==> src/rtl/cbc_stream_encipher_pkg.sv <==
// Shared widths, FSM state type and S-box helper for the CBC stream encipher.
// Imported by the cipher core and the top-level block.
package cbc_stream_encipher_pkg;

  localparam int BLK_W  = 16;
  localparam int KEY_W  = 20;
  localparam int ROUNDS = 4;

  // PRESENT 4-bit S-box, entry i at bits [4*i +: 4]
  localparam logic [63:0] SBOX = 64'h21748FE3DA09B65C;

  typedef enum logic [1:0] {
    IDLE  = 2'd0,
    RUN   = 2'd1,
    DRAIN = 2'd2
  } state_e;

  function automatic logic [3:0] sbox4(input logic [3:0] n);
    return SBOX[{n, 2'b00} +: 4];
  endfunction

endpackage

==> src/rtl/cbc_stream_encipher_present_encipher.sv <==
// Combinational 16-bit PRESENT-style block cipher with 20-bit key.
// Ports: pt_i plaintext, key_i key, ct_o ciphertext.
module present_encipher
  import cbc_stream_encipher_pkg::*;
(
  input  logic [BLK_W-1:0] pt_i,
  input  logic [KEY_W-1:0] key_i,
  output logic [BLK_W-1:0] ct_o
);

  logic [BLK_W-1:0] x;
  logic [KEY_W-1:0] rk;

  // Each round: add top 16 key bits, S-box layer, rotate state left 5.
  // Round key is the key rotated left by 5 bits per round.
  always_comb begin
    x  = pt_i;
    rk = key_i;
    for (int r = 0; r < ROUNDS; r++) begin
      x = x ^ rk[KEY_W-1:4];
      for (int n = 0; n < BLK_W / 4; n++) begin
        x[n*4 +: 4] = sbox4(x[n*4 +: 4]);
      end
      x  = {x[10:0], x[15:11]};
      rk = {rk[14:0], rk[19:15]};
    end
    ct_o = x ^ key_i[BLK_W-1:0];
  end

endmodule

==> src/rtl/cbc_stream_encipher.sv <==
// Streams MSG_BLOCKS plaintext blocks through a CBC chain with 1-cycle latency.
// Ports: clk, rst (async high), start/init_vec/key, in_* and out_* valid/ready
// streams, out_last, busy. Define CBC_MODE_SEL_EN to add the ecb_mode input.
module cbc_stream_encipher
  import cbc_stream_encipher_pkg::*;
#(
  parameter int MSG_BLOCKS = 8,
  parameter int CNT_W      = $clog2(MSG_BLOCKS + 1)
) (
  input  logic             clk,
  input  logic             rst,
  input  logic             start,
  input  logic [BLK_W-1:0] init_vec,
  input  logic [KEY_W-1:0] key,
`ifdef CBC_MODE_SEL_EN
  input  logic             ecb_mode,
`endif
  input  logic             in_valid,
  output logic             in_ready,
  input  logic [BLK_W-1:0] in_data,
  output logic             out_valid,
  input  logic             out_ready,
  output logic [BLK_W-1:0] out_data,
  output logic             out_last,
  output logic             busy
);

  state_e           state_q, state_d;
  logic [BLK_W-1:0] chain_q, chain_d;
  logic [KEY_W-1:0] key_q, key_d;
  logic [CNT_W-1:0] cnt_q, cnt_d;
  logic [BLK_W-1:0] out_data_q, out_data_d;
  logic             out_valid_q, out_valid_d;
  logic             out_last_q, out_last_d;

  logic             in_xfer;
  logic             out_xfer;
  logic             last_blk;
  logic [BLK_W-1:0] e_in;
  logic [BLK_W-1:0] e_out;

`ifdef CBC_MODE_SEL_EN
  logic             ecb_q, ecb_d;
`endif

  assign in_xfer  = in_valid && in_ready;
  assign out_xfer = out_valid_q && out_ready;
  assign last_blk = (cnt_q == CNT_W'(MSG_BLOCKS - 1));

`ifdef CBC_MODE_SEL_EN
  assign e_in = ecb_q ? in_data : (chain_q ^ in_data);
`else
  assign e_in = chain_q ^ in_data;
`endif

  present_encipher u_enc (
    .pt_i  (e_in),
    .key_i (key_q),
    .ct_o  (e_out)
  );

  always_ff @(posedge clk or posedge rst) begin
    if (rst) begin
      state_q <= IDLE;
    end else begin
      state_q <= state_d;
    end
  end

  always_comb begin
    state_d = state_q;
    unique case (state_q)
      IDLE:    if (start) state_d = RUN;
      RUN:     if (in_xfer && last_blk) state_d = DRAIN;
      DRAIN:   if (out_xfer) state_d = IDLE;
      default: state_d = IDLE;
    endcase
  end

  always_comb begin
    in_ready  = (state_q == RUN) && (!out_valid_q || out_ready);
    busy      = (state_q != IDLE);
    out_valid = out_valid_q;
    out_data  = out_data_q;
    out_last  = out_last_q;
  end

  // A simultaneous input transfer overrides the output-side clear,
  // which is what keeps the stream at one block per cycle.
  always_comb begin
    chain_d     = chain_q;
    key_d       = key_q;
    cnt_d       = cnt_q;
    out_data_d  = out_data_q;
    out_valid_d = out_valid_q;
    out_last_d  = out_last_q;
`ifdef CBC_MODE_SEL_EN
    ecb_d       = ecb_q;
`endif
    if (state_q == IDLE && start) begin
      chain_d = init_vec;
      key_d   = key;
      cnt_d   = '0;
`ifdef CBC_MODE_SEL_EN
      ecb_d   = ecb_mode;
`endif
    end
    if (in_xfer) begin
      out_data_d  = e_out;
      chain_d     = e_out;
      out_valid_d = 1'b1;
      out_last_d  = last_blk;
      cnt_d       = cnt_q + 1'b1;
    end else if (out_xfer) begin
      out_valid_d = 1'b0;
      out_last_d  = 1'b0;
    end
  end

  always_ff @(posedge clk or posedge rst) begin
    if (rst) begin
      chain_q     <= '0;
      key_q       <= '0;
      cnt_q       <= '0;
      out_data_q  <= '0;
      out_valid_q <= 1'b0;
      out_last_q  <= 1'b0;
    end else begin
      chain_q     <= chain_d;
      key_q       <= key_d;
      cnt_q       <= cnt_d;
      out_data_q  <= out_data_d;
      out_valid_q <= out_valid_d;
      out_last_q  <= out_last_d;
    end
  end

`ifdef CBC_MODE_SEL_EN
  always_ff @(posedge clk or posedge rst) begin
    if (rst) begin
      ecb_q <= 1'b0;
    end else begin
      ecb_q <= ecb_d;
    end
  end
`endif

endmodule

==> config.mk <==
export PLATFORM = sky130hd
export DESIGN_NAME = cbc_stream_encipher
export DESIGN_NICKNAME = d
export VERILOG_FILES = /design/src/rtl/cbc_stream_encipher_pkg.sv /design/src/rtl/cbc_stream_encipher_present_encipher.sv /design/src/rtl/cbc_stream_encipher.sv
export SDC_FILE = /design/constraint.sdc
export NUM_CORES = 1
export LEC_CHECK = 0
export BUFFER_PORTS_ARGS = -buffer_cell sky130_fd_sc_hd__buf_2
export CORE_ASPECT_RATIO = 0.7
export CORE_MARGIN = 10
export CORE_UTILIZATION = 60
export CTS_CLUSTER_DIAMETER = 60
export DETAILED_ROUTE_END_ITERATION = 10
export GPL_TIMING_DRIVEN = 0
export PLACE_DENSITY = 0.8
export SLEW_MARGIN = 20
export SYNTH_ARGS = -nofsm -noshare
export SYNTH_HDL_FRONTEND = slang
export SYNTH_HIERARCHICAL = 1
export SYNTH_SLANG_ARGS = --single-unit
==> constraint.sdc <==
create_clock -name clk -period 7.95 [get_ports clk]
set_clock_uncertainty 0.15 [all_clocks]
set_input_delay 1.1925 -clock clk [delete_from_list [all_inputs] [get_ports clk]]
set_output_delay 1.1925 -clock clk [all_outputs]
set_load 0.01 [all_outputs]
==> summary.md, run 1 <==
| Metric | Value |
|---|---|
| R2R cell count | 22 |
| Final min period | 7.62 ns |
| Syn Std Cell Area | 8240 um^2 |
| Final count of negative-setup-slack endpoints | 0 |
| Crit path cell chain | buf_2 -> xor2_2 -> xnor2_1 -> inv_1 -> ha_1 -> mux2_2 -> a31oi_1 -> nand2_1 -> ha_1 -> o21ai_0 -> a32oi_1 -> xnor2_1 -> ha_1 -> nand2_1 -> a2111oi_0 -> nand2b_1 -> or3_1 -> nand4_1 -> ha_1 -> or3_1 -> a32oi_1 -> xnor2_1 -> a221o_1 |
| Top cell by count, worst path | ha_1 |
| Unrepaired setup endpoints after global routing | false |
| DRT antenna net count | 0 |
| Crit Path Class | in2reg |
| Initial antenna violation count | 0 |
| Hold_sp | key_q[4] |
| Headroom to the max-slew limit | 37.6% |
| # DRC | 0 |
| Root buf cell | clkbuf_16 |
| Required time of the critical path | 8.03 ns |
| Clock buffer depth | 2 |
| H-tree Lvls | 3 |
| Setup TNS Final | 0 ns |
| Core Rows | 35 |
| Largest family of logic cells by synthesized area | compound AO/OA/AOI/OAI gates |
| Compound-gate portion of the synthesized area | 22.8% |
| Total GRT Usage | 23.6% |
| First-pass GRT wire length | 37,400 um |
| Number of synthesized flops with an enable pin | 0 |
| Tcrit/Tclk final | 95.8% |
| Syn. warnings | 6 |
| Vias/cell | 6.39 |
| Reg-to-Reg End | chain_q[3] |
| CP max stage cell | xnor2_1 |
| Total gr overflow | 0 |
| Clock Pin Slew Worst Setup and Hold Paths | 0.06 ns |
| Full die area | 18,900 um^2 |
| # clock sinks | 60 |
| Area delta synth->final | 12.1% |
| WL/cell | 18.9 um |
| Hold EP | key_q[4] |
| Status | completed |
| Max incr delay on CP | 0.46 ns |
| Top Ports | 77 |
| Nets | 1,165 |
| Crit path capture type | flip-flop |
| Crit Reg-Reg Startpoint | chain_q[4] |
| Initial Util | 61.9% |
| Largest net degree at the start of global routing | 37 |
| ANT cells | 0 |
| Gpl congestion | 0.979 |
| Fin area | 9240 um^2 |
| Startpoint Class | input port |
| Seq cells post-synth | 60 |
| Mux cell area share after synthesis | 13.4% |
| Max Clock Freq | 131 MHz |
| First-pass DRT Iterations | 5 |
| CP Max Fanout | 6 |
| Clk Latency, worst-skew pair | 0.35 ns |
| Slew @ Worst Pin | 0.932 ns |
| Worst path bufs/invs | 2 |
| Adder-cell share of the synthesized area | 11.7% |
| TritonCTS clock tree | yes |
| Post-Syn Area per Cell | 8.74 um^2 |
| Gate Count Post-Synth | 943 |
| Final hold violations | 0 |
| Placement Cell Area | 8880 um^2 |
| Max Slew Vio Count | 0 |
| Sequential element share of the synthesized area | 18.2% |
| HPWL after detailed placement | 17,800 um |
| Die span in x | 160 um |
| Predominant post-synthesis flop cell | dfrtp_1 |
| Yosys cell types | 92 |
| Hold path cells | 1 |
| Layout cells sized above 1 | 19.9% |
| PortBufs | 76 |
| Max-Cap Viols | 0 |
| Initial DRC Count | 925 |
| Post-synth ARST share | 100% |
| Syn_nets | 1,077 |
| Total number of vias | 7,799 |
| CP top delay family | compound AO/OA/AOI/OAI gates |
| R2r setup slk | 0.89 ns |
| Core Area | 13,300 um^2 |
| XOR/XNOR Fraction of Synth Area | 9.50% |
| Simple-gate share of the synthesized area | 18.5% |
| Critical Path AT | 7.70 ns |
| Final wirelength | 23,100 um |
| Cts bufs inserted | 9 |
| Worst hold path class | reg2reg |
| Vias in the first global route | 7,198 |
| Die H | 118 um |
## cell usage after synthesis, types with 14 or more instances
| cell type | n | area, um^2 |
|---|---|---|
| a21oi_1 | 25 | 125 |
| a221o_1 | 18 | 180 |
| and2_1 | 27 | 169 |
| clkbuf_1 | 17 | 63.8 |
| dfrtp_1 | 60 | 1500 |
| ha_1 | 77 | 963 |
| inv_1 | 70 | 263 |
| mux2_2 | 45 | 507 |
| mux2i_1 | 49 | 490 |
| nand2_1 | 58 | 218 |
| nand3_1 | 27 | 135 |
| nand4_1 | 14 | 87.6 |
| nor2_1 | 43 | 161 |
| nor3_1 | 28 | 140 |
| o2111ai_1 | 14 | 123 |
| o211ai_1 | 16 | 120 |
| o21ai_0 | 30 | 150 |
| xnor2_1 | 37 | 324 |
| xor2_1 | 32 | 280 |
## state kept, by name, indices dropped and copies added (netlist names)
register   flops
out_last       1
chain_q       16
key_q         20
cnt_q          4
out_data      16
state_q        2
out_valid      1
## through the flow
stage	util (%)	setup WS [ns]	std cells	hold slack (ns)
2_1_floorplan	-	0.905	943	0.306
3_3_place_gp	66.5	-0.131	1204	0.317
3_5_place_dp	66.7	-0.283	1205	0.327
4_1_cts	69.1	0.0753	1221	0.341
5_1_grt	69.4	0.0321	1221	0.355
6_report	69.4	0.332	1221	0.338
## cell type report
cell class,instances,area [um^2]
multi-input cells,772,6290
clock inverters,7,100
plain buffers,40,220
clock buffers,9,225
inverters,71,269
flip-flops and latches,60,1500
repair buffers,77,400
fillers,1069,4070
well taps,185,231
## layout by cell type, fill, tap and decap left out, types with 8 or more instances in the layout
master / count
o2111ai_1: 14
a21boi_0: 8
clkbuf_16: 9
mux2i_1: 48
nor3_1: 28
nand2_1: 58
and2_1: 27
o21ai_0: 30
dfrtp_1: 60
buf_2: 89
a31oi_1: 11
a221o_1: 18
nor2_1: 43
ha_1: 77
mux2_2: 45
o31ai_1: 8
or3_1: 10
nand4_1: 14
nand2b_1: 12
a21oi_1: 25
a2111o_1: 11
nand3_1: 27
o211ai_1: 16
a211oi_1: 12
xnor2_1: 34
a21o_1: 8
inv_1: 69
and3_1: 11
nor2b_1: 13
xor2_1: 31
clkbuf_1: 16
## how the worst max path moves through the flow
stage	from	end	slack (ns)	cells past startpoint
3_3_place_gp	in_data[12]	chain_q[3]	-0.13	27
5_1_grt	in_data[4]	chain_q[3]	0.03	23
3_5_place_dp	in_data[12]	chain_q[3]	-0.28	27
4_1_cts	in_data[12]	chain_q[3]	0.08	27
2_1_floorplan	in_data[12]	chain_q[3]	0.90	26
6_report	in_data[4]	chain_q[3]	0.33	23
## per-layer routing
| layer | up-vias | routed length, um | track usage [%] | share of wire [%] |
|---|---|---|---|---|
| met5 | - | 0 | 0 | 0 |
| met1 | 3703 | 11000 | 34.4 | 48 |
| li1 | 3704 | - | - | - |
| met4 | 0 | 414 | 6.58 | 1.8 |
| met2 | 356 | 9710 | 34.0 | 42 |
| met3 | 36 | 1930 | 4.65 | 8.4 |
## cell families after synthesis
family	count (synthesis)
AOI/OAI and AO/OA	234
buffers and inverters	111
xor gates and xnor gates	78
adders and majority gates	77
DFF	60
and+or+nand+nor	283
muxes	100
## what timing repair did
| item | CTS | global route |
|---|---|---|
| hold buffers | 0 | 0 |
| resized for setup | 0 | 7 |
| endpoints found under the setup margin | 0 | 8 |
| buffers inserted | 0 | 0 |
Power of run 1 is left out: the tool's default activity adds up to more than one toggle a clock period on the data nets, which glitch-free logic cannot reach.
==> inputs of run 2 (changes only) <==
RECOVER_POWER = 100   (was not set)
==> run 2 against run 1 <==
Against the previous run: the flow now finishes with violations (max-capacitance violations, max-slew violations); sequential share of layout area grew 0.14 points; global-route usage is the same; die area is the same; critical endpoint unchanged; highest routed layer unchanged.
==> summary.md, run 2 (synthesis results as in run 1) <==
| Metric | Value |
|---|---|
| Core Util, Final | 68.8% |
| Nets | 1,165 |
| TritonCTS clock tree | yes |
| Tcrit/Tclk final | 95.9% |
| Cts bufs inserted | 9 |
| PortBufs | 76 |
| Unrepaired setup endpoints after global routing | false |
| First-pass GRT wire length | 37,400 um |
| Layout cells sized above 1 | 16.9% |
| H-tree Lvls | 3 |
| Final min period | 7.62 ns |
| ANT cells | 0 |
| Seq. cell area | 1500 um^2 |
| Area delta synth->final | 11.1% |
| Crit path capture type | flip-flop |
| Core Rows | 35 |
| Total gr overflow | 0 |
| Top Ports | 77 |
| Max-Cap Viols | 1 |
| Status | complete, but fails checks |
| Initial antenna violation count | 0 |
| Startpoint Class | input port |
| Total number of vias | 7,807 |
| Total GRT Usage | 23.6% |
| Die H | 118 um |
| Footprint of the multi-input gates | 6270 um^2 |
| WL/cell | 19.0 um |
| Largest net degree at the start of global routing | 37 |
| Max Clock Freq | 131 MHz |
| Die span in x | 160 um |
| First-pass DRT Iterations | 5 |
| Final cell count without fillers | 1,221 |
| Final wirelength | 23,200 um |
| CP Max Fanout | 6 |
| Clk Latency, worst-skew pair | 0.35 ns |
| Headroom to the max-slew limit | -36.7% |
| Vias in the first global route | 7,198 |
| Failing checks | max-capacitance violations, max-slew violations |
| Clock Pin Slew Worst Setup and Hold Paths | 0.06 ns |
| Hold_sp | key_q[4] |
| CTS Hold Bufs | 0 |
| Initial Util | 61.9% |
| Most common cell after layout, fill and taps aside | ha_1 |
| HPWL after detailed placement | 17,800 um |
| Initial DRC Count | 902 |
| Required time of the critical path | 8.03 ns |
| Critical Path AT | 7.70 ns |
| DRT antenna net count | 0 |
| Max reg flops | 20 |
| Most flops, register | key_q |
| # DRC | 0 |
| Crit Reg-Reg Startpoint | key_q[4] |
| Full die area | 18,900 um^2 |
| Final hold violations | 0 |
| Gpl congestion | 0.979 |
| Max Slew Vio Count | 37 |
| Crit Path Class | in2reg |
| Number of fill cells | 1,092 |
| Worst hold path class | reg2reg |
| Clock buffer depth | 2 |
| Slew @ Worst Pin | 2.05 ns |
| Placed cell count | 1,205 |
| Final count of negative-setup-slack endpoints | 0 |
| Crit path launch | in_data[4] |
| Most frequent cells in the layout | 77 x ha_1, 69 x inv_1, 62 x buf_2, 60 x dfrtp_1, 58 x nand2_1 |
| Vias/cell | 6.39 |
| Root buf cell | clkbuf_16 |
| Core Area | 13,300 um^2 |
| # clock sinks | 60 |
run 2: stage by stage:
stage | instance area [um^2] | setup TNS (ns) | worst slack [ns] | hold slack, ns
global route | 9160 | 0 | 0.0329 | 0.355
detailed placement | 8880 | -0.506 | -0.283 | 0.327
finish | 9160 | 0 | 0.325 | 0.338
global placement | 8860 | -0.211 | -0.131 | 0.317
CTS | 9200 | 0 | 0.0753 | 0.341
floorplan | 8240 | 0 | 0.905 | 0.306
run 2: what timing repair did:
item                                    in CTS  in global routing
buffers inserted                             0                  0
gates resized for setup                      0                  7
endpoints found under the setup margin       0                  8
run 2: routing by layer:
metal  track usage, %  vias to the layer above  wire [um]
li1                 -                     3702          -
met1             34.4                     3729      11200
met2             34.0                      346       9810
met3             4.65                       30       1780
met4             6.58                        0        371
met5                0                        -          0
run 2: final timing paths:
path / to / slack, ns / cells past startpoint
max in group asynchronous: out_data[13] / 4.34 / 3
worst min-delay path: key_q[4] / 0.34 / 1
worst max-delay path: chain_q[3] / 0.33 / 23
min in group asynchronous: chain_q[7] / 0.90 / 2
worst max register to register: chain_q[15] / 0.85 / 22
worst min register to register: key_q[4] / 0.34 / 1
run 2: worst max-delay path, cell delays in order:
cell	delay, ns
clkbuf_1	0.10
xor2_2	0.22
xnor2_1	0.46
inv_1	0.11
ha_1	0.34
mux2_2	0.34
a31oi_1	0.31
nand2_1	0.26
ha_1	0.39
o21ai_0	0.17
a32oi_1	0.43
xnor2_1	0.24
ha_1	0.42
nand2_1	0.10
a2111oi_0	0.37
nand2b_1	0.16
or3_1	0.10
nand4_1	0.31
ha_1	0.45
or3_1	0.39
a32oi_1	0.33
xnor2_1	0.16
a221o_1	0.34
run 2: cell type report:
cell class                      count  area share [%]
Timing Repair Buffer               77            3.88
Inverter                           71            2.92
Tap cell                          185            2.53
Buffer                             40            2.27
Sequential cell                    60            16.4
Clock buffer                        9            2.46
Multi-Input combinational cell    772            68.5
Clock inverter                      7            1.09
Power of run 2 is left out for the same reason.
